## config.mk

```make
export PLATFORM = sky130hd
export DESIGN_NAME = seq_detector_param
export DESIGN_NICKNAME = d
export VERILOG_FILES = /design/src/rtl/seq_detector_param.sv
export SDC_FILE = /design/constraint.sdc
export NUM_CORES = 1
export LEC_CHECK = 0
export ABC_AREA = 1
export BUFFER_PORTS_ARGS = -buffer_cell sky130_fd_sc_hd__buf_4
export CORE_MARGIN = 10
export CORE_UTILIZATION = 44
export DETAILED_ROUTE_END_ITERATION = 16
export GPL_TIMING_DRIVEN = 0
export PLACE_DENSITY = 0.71
export SLEW_MARGIN = 20
export SYNTH_ARGS = -nofsm -noshare
export SYNTH_HDL_FRONTEND = slang
export SYNTH_SLANG_ARGS = --single-unit
```

## constraint.sdc

```tcl
create_clock -name clk -period 1.3 [get_ports clk]
set_clock_uncertainty 0.2 [all_clocks]
set_input_delay 0.065 -clock clk [delete_from_list [all_inputs] [get_ports clk]]
set_output_delay 0.065 -clock clk [all_outputs]
set_load 0.05 [all_outputs]
```

## src/rtl/seq_detector_param.sv

```systemverilog
// seq_detector_param
//   Serial pattern detector for an N-bit PATTERN. PATTERN[N-1] is the first
//   bit on the wire. Progress through the pattern is tracked as the length P
//   of the longest pattern prefix that is also a suffix of the consumed stream.
//   Mismatch fallback lengths come from a failure table built at elaboration.
//
// Ports
//   clk       : sole clock, rising edge
//   reset     : synchronous, active-high; clears P, z and match_cnt
//   en        : sample strobe; w is consumed only when en=1
//   w         : serial data bit
//   clr_cnt   : synchronous clear of match_cnt (wins over a same-cycle match)
//   z         : registered one-cycle match pulse
//   match_cnt : saturating count of reported matches
//   progress  : current P (0..N-1), straight from the state register
module seq_detector_param #(
    parameter int             N       = 4,
    parameter logic [N-1:0]   PATTERN = 4'b1011,
    parameter bit             OVERLAP = 1'b1,
    parameter int             CNT_W   = 8
) (
    input  logic                 clk,
    input  logic                 reset,
    input  logic                 en,
    input  logic                 w,
    input  logic                 clr_cnt,
    output logic                 z,
    output logic [CNT_W-1:0]     match_cnt,
    output logic [$clog2(N)-1:0] progress
);

    localparam int PW = $clog2(N);

    // Next progress after consuming bit b in state p: the longest k < N such
    // that the last k bits of (prefix_p, b) equal the first k pattern bits.
    // For the full-match case (p = N-1, b matching) this yields the longest
    // proper border of PATTERN, i.e. the overlap restart point.
    function automatic int calc_next(int p, int b);
        int  best;
        int  si;
        bit  ok;
        bit  sb;
        best = 0;
        for (int k = 1; k < N; k++) begin
            if (k <= p + 1) begin
                ok = 1'b1;
                for (int j = 0; j < k; j++) begin
                    si = p + 1 - k + j;
                    sb = (si == p) ? (b != 0) : PATTERN[N-1-si];
                    if (sb != PATTERN[N-1-j]) ok = 1'b0;
                end
                if (ok) best = k;
            end
        end
        return best;
    endfunction

    logic [N-1:0][1:0][PW-1:0] nxt_tab;
    logic [N-1:0]              exp_bit;   // exp_bit[i] = i-th bit on the wire

    for (genvar gp = 0; gp < N; gp++) begin : g_tab
        assign exp_bit[gp] = PATTERN[N-1-gp];
        for (genvar gb = 0; gb < 2; gb++) begin : g_bit
            assign nxt_tab[gp][gb] = PW'(calc_next(gp, gb));
        end
    end

    logic [PW-1:0]    p_q, p_d;
    logic             z_q, z_d;
    logic [CNT_W-1:0] cnt_q, cnt_d;
    logic             full;

    always_comb begin
        full  = en && (p_q == PW'(N - 1)) && (w == exp_bit[p_q]);
        p_d   = p_q;
        z_d   = full;
        cnt_d = cnt_q;
        if (en) begin
            p_d = nxt_tab[p_q][w];
            if (full && !OVERLAP) p_d = '0;
        end
        if (clr_cnt)
            cnt_d = '0;
        else if (full && (cnt_q != {CNT_W{1'b1}}))
            cnt_d = cnt_q + 1'b1;
    end

    always_ff @(posedge clk) begin
        if (reset) begin
            p_q   <= '0;
            z_q   <= 1'b0;
            cnt_q <= '0;
        end else begin
            p_q   <= p_d;
            z_q   <= z_d;
            cnt_q <= cnt_d;
        end
    end

    assign z         = z_q;
    assign match_cnt = cnt_q;
    assign progress  = p_q;

endmodule

```

==> reports/results.txt <==
Share of layout cells above drive strength 1 -> 51.3%
Largest net degree at the start of global routing -> 10
Setup CP Type -> reg2reg
CTS Root Cell -> clkbuf_4
Iter 0 DRT Violations -> 9
Via count of the routed design -> 666
CTS clock-pin slew for the worst setup and hold paths -> 70 ps
Die Span X -> 57.4 um
Sequential share of the synthesized area -> 35.8%
Critical Path End -> match_cnt[1]
# diodes -> 0
Syn avg cell area -> 7.14 um^2
Synth Instances -> 86
FF-to-FF End -> match_cnt[1]
Failing checks -> hold timing, setup timing
Flops & latches, synth -> 11
Buffers on Ports -> 15
Final Hold Fails -> 3
Clk buf depth -> 2
Mapped Area -> 614 um^2
CP dominant cell by count -> nand2_4
Final setup vio count -> 5
Placed insts -> 116
Final core area utilization -> 75.5%
Fin cells -> 134
Final period util -> 105%
Clock Latency Late Sink -> 270 ps
Unique masters post-synth -> 21
Status -> finished, violations left
Drt drc -> 0
GP Congestion -> 0.763
CP delay by family, top -> flip-flops
Setup ws final -> -60.4 ps
TritonCTS Sinks -> 11
Pwr Density -> 653 mW/mm^2
Vias in the first global route -> 598
Area delta synth->final -> 59.9%
Io pins -> 16
Fin. max-slew vios -> 0
Core area -> 0.00130 mm^2
Area post-placement -> 810 um^2
Die height -> 57.4 um
CP max-delay cell -> dfxtp_4
CP Capture Type -> register
Leak Pwr -> 0.455 nW
Worst min path class -> in2reg
Critical Path AT -> 1320 ps
FF-to-FF path depth -> 7
Vias/cell -> 4.97
Maximum net fanout on the critical path -> 8
CP max stage delay -> 370 ps
Initial Utilization -> 47.2%
CTS Buf Count -> 3
WHS -> -119 ps
Worst Path Required -> 1260 ps
Max Cap Viol -> 0
Period minus WS final -> 1360 ps
Critical path depth -> 7
Ys Warns -> 0
Final Cell Area -> 982 um^2
Max Freq -> 735 MHz
Total gr overflow -> 0
Relative slew slack -> 86.1%
Initial antenna violation count -> 0
Final WL -> 1.63 mm
Fin nets -> 126
Detailed-route wire length per cell -> 12.1 um
RSZ-0062 raised after global routing -> true
Detail Route Antenna Nets -> 0
Hold Path Stages -> 3
CP cell instances -> ha_4 > nand2_4 > nor2_4 > nand2_4 > buf_4 > nand3_1 > a21oi_1
Critical path origin -> match_cnt[1]
Total GRT Usage -> 9.23%
CTS tree -> yes
Pre-CTS setup slack -> -31.7 ps
R2R Path Start -> match_cnt[1]
CTS H-tree lvls -> 1
Num rows -> 13
Commonest non-fill, non-tap cell in the layout -> buf_4
Internal reg-to-reg setup slack -> -60 ps
CP Launch Type -> register
Peak VDD IR -> 633 uV
Commonest cells after routing, fill and taps aside -> 23 x buf_4, 13 x nand2_1, 11 x inv_1, 11 x nor2_1, 10 x nand3_1
Synthesized net count -> 92
Cts hold-fix bufs -> 3
Die Area -> 0.00329 mm^2
Initial DRT Pass Iterations -> 4
Least-Margin Pin Slew -> 209 ps
Bufs and invs on worst path -> 1
Half-perimeter wire length after placement -> 1.09 mm
First-pass GRT wire length -> 2.56 mm
cells in the mapped netlist:
cell	n	share of area (%)
inv_1	11	6.7
nor2_4	2	3.7
xor2_1	1	1.4
o21ai_1	1	0.81
nand3_1	10	8.1
o21ai_0	1	0.81
nor3_1	2	1.6
a31oi_1	1	1.0
nor2_2	1	1.0
nand2_1	17	10
a211oi_1	1	1.2
nand4_1	1	1.0
a21oi_1	3	2.4
dfxtp_1	11	36
clkinv_1	1	0.61
nand2_2	4	4.1
nand2_4	2	3.7
a21oi_2	2	2.9
ha_1	1	2.0
nor2_8	1	3.3
nor2_1	12	7.3
tightest hold or removal path, stage by stage:
cell    delay [ps]
buf_4          130
nor2_1          80
nor3_1          50
per-layer routing:
layer / vias to the layer above / share of wire, % / wire length (um) / global-route usage [%]
li1: 338 / - / - / -
met1: 305 / 39 / 632 / 9.01
met2: 17 / 50 / 805 / 16.4
met3: 6 / 9.4 / 152 / 5.31
met4: 0 / 2.1 / 34 / 2.01
met5: - / 0 / 0 / 0
area by class of cell:
class	instances	area [um^2]
inverter	12	45.0
fill	93	319
sequential	11	253
multi-input combinational	63	402
timing repair buffer	29	236
clock buffer	3	22.5
tap	15	18.8
clock inverter	1	5.00
where the power goes:
| part | internal, mW | switching [mW] |
|---|---|---|
| Clock | 0.114 | 0.127 |
| Combinational | 0.0282 | 0.0409 |
| Sequential | 0.327 | 0.00467 |
| Total | 0.469 | 0.172 |
state kept, by name, summed over array words and instances (netlist names):
name	cells
z	1
progress	2
match_cnt	8
metrics by stage:
step                TNS [ps]  power, mW
finish                  -131      0.642
global route            -696      0.672
CTS                     -196      0.640
detailed placement      -126      0.398
global placement       -19.1      0.397
floorplan               -507      0.374
cell families after synthesis:
logic type	count (synthesis)	share of synthesized area, %
buf+inv	12	7.33
simple gates	52	44.2
compound gates	9	9.16
flops	11	35.8
xor+xnor	1	1.43
fa+ha+maj	1	2.04
worst min path at each step:
| stage | from | end |
|---|---|---|
| CTS | en | progress[0] |
| global route | en | progress[0] |
| floorplan | reset | progress[1] |
| finish | en | progress[0] |
| global placement | reset | progress[1] |
| detailed placement | reset | progress[0] |
timing repair:
item / 4_1_cts / 5_1_grt
gates cloned: 0 / 0
gates resized for setup: 0 / 11
setup endpoints to repair: 8 / 8
buffers inserted: 4 / 7
endpoints found under the hold margin: 8 / 3
pin swaps: 4 / 13
Note: power is estimated with default switching activity, not from simulation.
